## config.mk

```make
export PLATFORM = sky130hd
export DESIGN_NAME = vga_timing_gen_flat
export DESIGN_NICKNAME = d
export VERILOG_FILES = /design/src/rtl/vga_timing_pkg.sv /design/src/rtl/vga_timing_gen_if.sv /design/src/rtl/vga_axis_counter.sv /design/src/rtl/vga_timing_gen.sv /design/src/flat_wrapper.sv
export SDC_FILE = /design/constraint.sdc
export NUM_CORES = 1
export LEC_CHECK = 0
export CAP_MARGIN = 5
export CORE_AREA = 2 2 73 75
export CTS_BUF_LIST = sky130_fd_sc_hd__clkbuf_8
export DETAILED_ROUTE_END_ITERATION = 8
export DIE_AREA = 0 0 75 77
export GPL_ROUTABILITY_DRIVEN = 1
export PLACE_DENSITY = 0.66
export SLEW_MARGIN = 5
export SYNTH_ARGS = -nofsm -noshare
export SYNTH_HDL_FRONTEND = slang
export SYNTH_SLANG_ARGS = --single-unit
```

## constraint.sdc

```tcl
create_clock -name clk -period 2.7 [get_ports clk]
set_input_delay 0.54 -clock clk [delete_from_list [all_inputs] [get_ports clk]]
set_output_delay 0.54 -clock clk [all_outputs]
set_load 0.02 [all_outputs]
```

## src/rtl/vga_timing_pkg.sv

```systemverilog
// Shared raster constants and types for the timing generator, pixel_color and sprite logic.
package vga_timing_pkg;
    localparam int H_DISPLAY   = 640;
    localparam int H_FRONT     = 16;
    localparam int H_SYNC      = 96;
    localparam int H_BACK      = 48;
    localparam int V_DISPLAY   = 480;
    localparam int V_BOTTOM    = 10;
    localparam int V_SYNC      = 2;
    localparam int V_TOP       = 33;
    localparam int H_TOTAL     = H_DISPLAY + H_FRONT + H_SYNC + H_BACK;
    localparam int V_TOTAL     = V_DISPLAY + V_BOTTOM + V_SYNC + V_TOP;
    localparam int SPRITE_SIZE = 16;
    localparam int POS_W       = 10;
    localparam int FRAME_W     = 10;

    typedef logic [POS_W-1:0]   pos_t;
    typedef logic [FRAME_W-1:0] frame_t;

    function automatic logic in_window(input int p, input int start, input int len);
        return (p >= start) && (p < start + len);
    endfunction
endpackage

```

## src/rtl/vga_timing_gen_if.sv

```systemverilog
// Raster timing bundle: the generator (master) drives position, syncs and strobes; the consumer drives enable.
interface vga_timing_gen_if;
    import vga_timing_pkg::*;

    logic   enable;
    pos_t   hpos;
    pos_t   vpos;
    logic   hsync;
    logic   vsync;
    logic   visible;
    logic   line_start;
    logic   frame_start;
    frame_t frame_count;

    modport master (
        input  enable,
        output hpos, vpos, hsync, vsync, visible, line_start, frame_start, frame_count
    );

    modport slave (
        output enable,
        input  hpos, vpos, hsync, vsync, visible, line_start, frame_start, frame_count
    );
endinterface

```

## src/rtl/vga_axis_counter.sv

```systemverilog
// One raster axis: wrap counter with step-in, combinational wrap-out and a window decode
// registered from the next-state count so it lines up with pos. vis_nxt feeds the top's visible flop.
module vga_axis_counter
    import vga_timing_pkg::*;
#(
    parameter int TOTAL     = 800,
    parameter int WIN_START = 656,
    parameter int WIN_LEN   = 96,
    parameter int VIS_LEN   = 640
) (
    input  logic clk,
    input  logic rst,
    input  logic step,
    output pos_t pos,
    output logic wrap,
    output logic win,
    output logic vis_nxt
);
    pos_t pos_nxt;

    always_comb begin
        wrap    = step && (pos == pos_t'(TOTAL - 1));
        pos_nxt = pos;
        if (step) begin
            pos_nxt = wrap ? '0 : pos + pos_t'(1);
        end
        vis_nxt = int'(pos_nxt) < VIS_LEN;
    end

    always_ff @(posedge clk) begin
        if (rst) begin
            pos <= '0;
            win <= in_window(0, WIN_START, WIN_LEN);
        end else begin
            pos <= pos_nxt;
            win <= in_window(int'(pos_nxt), WIN_START, WIN_LEN);
        end
    end
endmodule

```

## src/rtl/vga_timing_gen.sv

```systemverilog
// Raster timing source: h counter steps on enable, its wrap steps the v counter; strobes and
// frame_count register on the same edge as the counters, so every output is mutually aligned.
module vga_timing_gen #(
    parameter int H_DISPLAY       = vga_timing_pkg::H_DISPLAY,
    parameter int H_FRONT         = vga_timing_pkg::H_FRONT,
    parameter int H_SYNC          = vga_timing_pkg::H_SYNC,
    parameter int H_BACK          = vga_timing_pkg::H_BACK,
    parameter int V_DISPLAY       = vga_timing_pkg::V_DISPLAY,
    parameter int V_BOTTOM        = vga_timing_pkg::V_BOTTOM,
    parameter int V_SYNC          = vga_timing_pkg::V_SYNC,
    parameter int V_TOP           = vga_timing_pkg::V_TOP,
    parameter bit SYNC_ACTIVE_LOW = 1'b1
) (
    input  logic clk,
    input  logic rst,
    vga_timing_gen_if.master vga
);
    import vga_timing_pkg::*;

    localparam int HT = H_DISPLAY + H_FRONT + H_SYNC + H_BACK;
    localparam int VT = V_DISPLAY + V_BOTTOM + V_SYNC + V_TOP;

    pos_t   h_pos, v_pos;
    logic   h_wrap, v_wrap;
    logic   h_win, v_win;
    logic   h_vis_nxt, v_vis_nxt;
    logic   visible_q, line_start_q, frame_start_q;
    frame_t frame_count_q;

    vga_axis_counter #(
        .TOTAL     (HT),
        .WIN_START (H_DISPLAY + H_FRONT),
        .WIN_LEN   (H_SYNC),
        .VIS_LEN   (H_DISPLAY)
    ) u_h (
        .clk     (clk),
        .rst     (rst),
        .step    (vga.enable),
        .pos     (h_pos),
        .wrap    (h_wrap),
        .win     (h_win),
        .vis_nxt (h_vis_nxt)
    );

    // v only steps on an h wrap, so its wrap already means "entering (0,0)".
    vga_axis_counter #(
        .TOTAL     (VT),
        .WIN_START (V_DISPLAY + V_BOTTOM),
        .WIN_LEN   (V_SYNC),
        .VIS_LEN   (V_DISPLAY)
    ) u_v (
        .clk     (clk),
        .rst     (rst),
        .step    (h_wrap),
        .pos     (v_pos),
        .wrap    (v_wrap),
        .win     (v_win),
        .vis_nxt (v_vis_nxt)
    );

    always_ff @(posedge clk) begin
        if (rst) begin
            visible_q     <= 1'b1;
            line_start_q  <= 1'b0;
            frame_start_q <= 1'b0;
            frame_count_q <= '0;
        end else begin
            visible_q     <= h_vis_nxt && v_vis_nxt;
            line_start_q  <= h_wrap;
            frame_start_q <= v_wrap;
            if (v_wrap) begin
                frame_count_q <= frame_count_q + frame_t'(1);
            end
        end
    end

    // Polarity is a constant inversion of the registered window, still one flop deep.
    assign vga.hsync       = h_win ^ SYNC_ACTIVE_LOW;
    assign vga.vsync       = v_win ^ SYNC_ACTIVE_LOW;
    assign vga.hpos        = h_pos;
    assign vga.vpos        = v_pos;
    assign vga.visible     = visible_q;
    assign vga.line_start  = line_start_q;
    assign vga.frame_start = frame_start_q;
    assign vga.frame_count = frame_count_q;
endmodule

```

## src/flat_wrapper.sv

```systemverilog
// flat-port wrapper written by rule: the top's interface ports become plain ports
module vga_timing_gen_flat import vga_timing_pkg::*;
#(
    parameter int H_DISPLAY       = vga_timing_pkg::H_DISPLAY,
    parameter int H_FRONT         = vga_timing_pkg::H_FRONT,
    parameter int H_SYNC          = vga_timing_pkg::H_SYNC,
    parameter int H_BACK          = vga_timing_pkg::H_BACK,
    parameter int V_DISPLAY       = vga_timing_pkg::V_DISPLAY,
    parameter int V_BOTTOM        = vga_timing_pkg::V_BOTTOM,
    parameter int V_SYNC          = vga_timing_pkg::V_SYNC,
    parameter int V_TOP           = vga_timing_pkg::V_TOP,
    parameter bit SYNC_ACTIVE_LOW = 1'b1
)
  (clk, rst, vga_enable, vga_hpos, vga_vpos, vga_hsync, vga_vsync, vga_visible, vga_line_start, vga_frame_start, vga_frame_count);
  vga_timing_gen_if vga_i ();
  input  logic clk;
  input  logic rst;
  input wire logic [$bits(vga_i.enable)-1:0] vga_enable;
  output wire logic [$bits(vga_i.hpos)-1:0] vga_hpos;
  output wire logic [$bits(vga_i.vpos)-1:0] vga_vpos;
  output wire logic [$bits(vga_i.hsync)-1:0] vga_hsync;
  output wire logic [$bits(vga_i.vsync)-1:0] vga_vsync;
  output wire logic [$bits(vga_i.visible)-1:0] vga_visible;
  output wire logic [$bits(vga_i.line_start)-1:0] vga_line_start;
  output wire logic [$bits(vga_i.frame_start)-1:0] vga_frame_start;
  output wire logic [$bits(vga_i.frame_count)-1:0] vga_frame_count;
  assign vga_i.enable = vga_enable;
  assign vga_hpos = vga_i.hpos;
  assign vga_vpos = vga_i.vpos;
  assign vga_hsync = vga_i.hsync;
  assign vga_vsync = vga_i.vsync;
  assign vga_visible = vga_i.visible;
  assign vga_line_start = vga_i.line_start;
  assign vga_frame_start = vga_i.frame_start;
  assign vga_frame_count = vga_i.frame_count;
  vga_timing_gen #(.H_DISPLAY(H_DISPLAY), .H_FRONT(H_FRONT), .H_SYNC(H_SYNC), .H_BACK(H_BACK), .V_DISPLAY(V_DISPLAY), .V_BOTTOM(V_BOTTOM), .V_SYNC(V_SYNC), .V_TOP(V_TOP), .SYNC_ACTIVE_LOW(SYNC_ACTIVE_LOW)) u_core (.clk(clk), .rst(rst), .vga(vga_i));
endmodule
```

==> results list <==
- Setup repair after global routing left no endpoint under its margin.
* Vias in the first global route: 1395
* Mean number of vias per cell: 4.84
- FP Rows: 26
- After legalization and detailed placement, the total HPWL measured 2.90 mm.
- Die height: 77 um
- Drt wl/cell: 12.7 um
* Total negative slack for setup checks: 0 ps
- Counting every instance in the synthesized netlist gives 199.
* Via count: 1528
- The startpoint identified for the worst register-to-register timing path is u_core.u_h.pos[5]$_SDFF_PP0_.
* Top Ports: 38
* Fillers: 483
- Post-CTS setup buffer count: 0
- Entering global routing, the biggest net connects 24 pins.
* Final setup skew: 6.33 ps
- Clk_lat worst skew: 290 ps
- The total overflow left after global routing is 0.
- Clock-pin slew was measured on the worst setup and hold paths at 70 ps.
- On the worst path, the slowest cell contributes a delay of 640 ps.
* Number of antenna violations at the first check in global routing: 0
- Area growth syn-to-layout: 36.0%
- Critical path startpoint: u_core.u_h.pos[5]$_SDFF_PP0_
- Global routing usage on met1: 20.5%
* Total iterations of the first detailed-routing run: 4
* WP data arrival: 2670 ps
- Number of synthesized register bits: 35
- Status: finished clean
- In this run, CTS created clock tree buffers numbering 5.
- Number of warning messages in the yosys log: 0
- CP Capture Type: register
- Initial cell density of the core: 34.3%
- Final hold violations: 0
* # setup viols final: 0
- Core area: 4980 um2
* Wire length of the first global-routing pass: 6.64 mm
* Mean post-synth cell area: 8.59 um2
- In the final design database the tool counted 252 nets.
- Along the worst path, the maximum fanout reaches 9.
- Overall die width: 75 um
- The routed design could run at a clock period as short as 2430 ps.
- The H-tree was split into 2 levels.
* Register-to-register setup slack: 270 ps
* Cell total after placement: 308
- The die covers 5780 um2.
* Mapped cell area: 1710 um2
- For this run, the top clock speed supported by timing is 412 MHz.
- Across the run, the number of max-cap violations was 0.
- Total routing resource utilization after global routing: 14.8%
* Crit path required time: 2940 ps
- Post-CTS resize count: 0
- Cell chosen for the clock root: clkbuf_8
- Dividing total power by cell area gives a power density of 480 nW/um2.
- The layer flagged by global routing as most heavily used is met2.
* Min-Delay Path Class: reg2reg
- Final ANT Viol Nets: 0
- The number of nets in the synthesized netlist is 206.
- The share of the Yosys chip area taken by registers is 41.0%.
* TritonCTS clock tree: done
* Largest buffer count on any clock path: 2
* Total routed wirelength: 4.01 mm
- By startpoint and endpoint, the worst setup path is classified as reg2reg.
- After the flow finishes, the layout carries non-filler instances totaling 316.
- Number of antenna repair diodes: 0
- Worst slew slack as a fraction of its limit: 70.7%
* Hold buffer count at CTS: 0
* Placer Congestion: 0.826
- The count of buffers added on input and output ports is 37.
- Global routing used 21.9% of the available met2 tracks.
- CP max stage cell: or4_4
- Global-route track usage on met3: 3.94%
- Of the available clock period, the critical path in the final layout requires 89.8%.
* Hold slack final: 525 ps
* Setup crit start kind: register
- IR analysis of the VDD net gives a maximum drop of 0.315 mV.
* Count of final max-slew check failures: 0
- Static leakage power: 0.865 nW
- Synthesis instantiated 35 different standard cells from the library.
- The startpoint identified for the worst hold timing path is u_core.vga.frame_count[9]$_SDFFE_PP0P_.
- Combined buffer and inverter count along the critical path: 0
- The clock net in this run drives a total of 35 sinks.
- After detailed routing, the number of remaining DRC violations is 0.
* Ratio of cells with drive above 1 in the final layout: 9.35%
* Cell class contributing the biggest share of worst-path delay: simple AND/OR/NAND/NOR gates
- After the first detailed-routing iteration, the DRC count stood at 68.
* Worst path cell trace: or3_1 -> or4_4 -> or3_1 -> a21oi_2 -> and3_1 -> and3_1
* Transition time of the tightest slew-check pin: 438 ps
-- tightest hold or removal path: cells and delay by family (launching register included) --
kind / cells / cell delay, ps
flip-flops: 1 / 350
AND/OR/NAND/NOR: 1 / 70
XOR/XNOR: 1 / 70
-- state kept, by name, summed over array words and instances (netlist names) --
signal	flops
u_core.u_h.pos	10
u_core.u_h.win	1
u_core.u_v.pos	10
u_core.u_v.win	1
u_core.vga.frame_count	10
u_core.vga.frame_start	1
u_core.vga.line_start	1
u_core.vga.visible	1
-- per-stage QoR --
step                cell area, um2  power (mW)  utilization, %  worst slack (ps)
floorplan                     1710       0.551               -               311
global placement              2190       0.568            44.0               117
detailed placement            2190       0.568            44.0              71.6
CTS                           2320        1.13            46.7               273
global route                  2320        1.15            46.7               169
finish                        2320        1.12            46.7               274
-- layer usage --
layer	part of all wire, %	wire (um)	vias up
li1	-	-	783
met4	1.3	53	0
met5	0	0	-
met2	46	1830	31
met1	48	1930	708
met3	4.9	197	6
-- power breakdown --
| part | internal [mW] | leakage (nW) | total (mW) | switching (mW) |
|---|---|---|---|---|
| logic | 0.0143 | 0.513 | 0.0333 | 0.0190 |
| registers | 0.518 | 0.282 | 0.523 | 0.00418 |
| clock network | 0.365 | 0.0695 | 0.561 | 0.196 |
-- logic make-up after synthesis --
family                     after synthesis  share of synthesized area (%)
AOI/OAI and AO/OA                       21                           8.05
and+or+nand+nor                         97                           30.5
muxes                                    1                          0.586
buffers and inverters                   17                           4.68
xor gates and xnor gates                24                           12.3
DFF                                     35                           41.0
adders and majority gates                4                           2.93
-- area by class of cell --
cell class	instances	area [um2]	area share [%]
Multi-Input combinational cell	147	928	39.9
Sequential cell	35	701	30.1
Timing Repair Buffer	46	438	18.8
Tap cell	70	87.6	3.77
Clock buffer	5	68.8	2.96
Clock inverter	3	63.8	2.74
Inverter	10	37.5	1.61
-- synthesized netlist by cell type --
cell type,instances,area [um2]
o21ai_0,5,25.0
buf_6,2,22.5
or3_1,3,18.8
a31oi_1,2,12.5
clkbuf_1,4,15.0
and4b_1,2,20.0
o21ai_4,1,16.3
nor4_2,1,12.5
mux2i_1,1,10.0
a41oi_1,1,8.76
a211oi_1,2,15.0
buf_2,1,5.00
and3_1,10,62.6
nor4_4,1,21.3
nor2_1,28,105
a21oi_2,1,8.76
or3b_2,1,8.76
inv_1,10,37.5
nand2b_1,1,6.26
xor2_1,17,149
and4_1,1,8.76
nand3_1,11,55.1
nor4_1,3,18.8
dfxtp_1,35,701
o41ai_1,1,8.76
o211ai_1,1,7.51
or4_1,1,7.51
ha_1,4,50.1
a21oi_1,7,35.0
nand4_1,9,56.3
nand2_1,15,56.3
nor2_4,1,11.3
or4_4,1,11.3
nor3_1,8,40.0
xnor2_1,7,61.3
-- cells in the final DEF (no fill, tap or decap), types with 7 or more instances in the layout --
cell,n
and3_1,10
inv_1,11
nand4_1,9
clkdlybuf4s50_1,37
nand3_1,11
dfxtp_1,35
nand2_1,15
a21oi_1,7
nor2_1,28
buf_4,9
xor2_1,17
nor3_1,8
xnor2_1,7
-- final timing paths --
kind	to	depth (start not counted)
setup / recovery	u_core.u_v.win$_SDFF_PP0_	6
hold / removal	u_core.vga.frame_count[9]$_SDFFE_PP0P_	2
setup reg to reg	u_core.u_v.win$_SDFF_PP0_	6
hold reg to reg	u_core.vga.frame_count[9]$_SDFFE_PP0P_	2
Power figures use the tool's default switching activity.
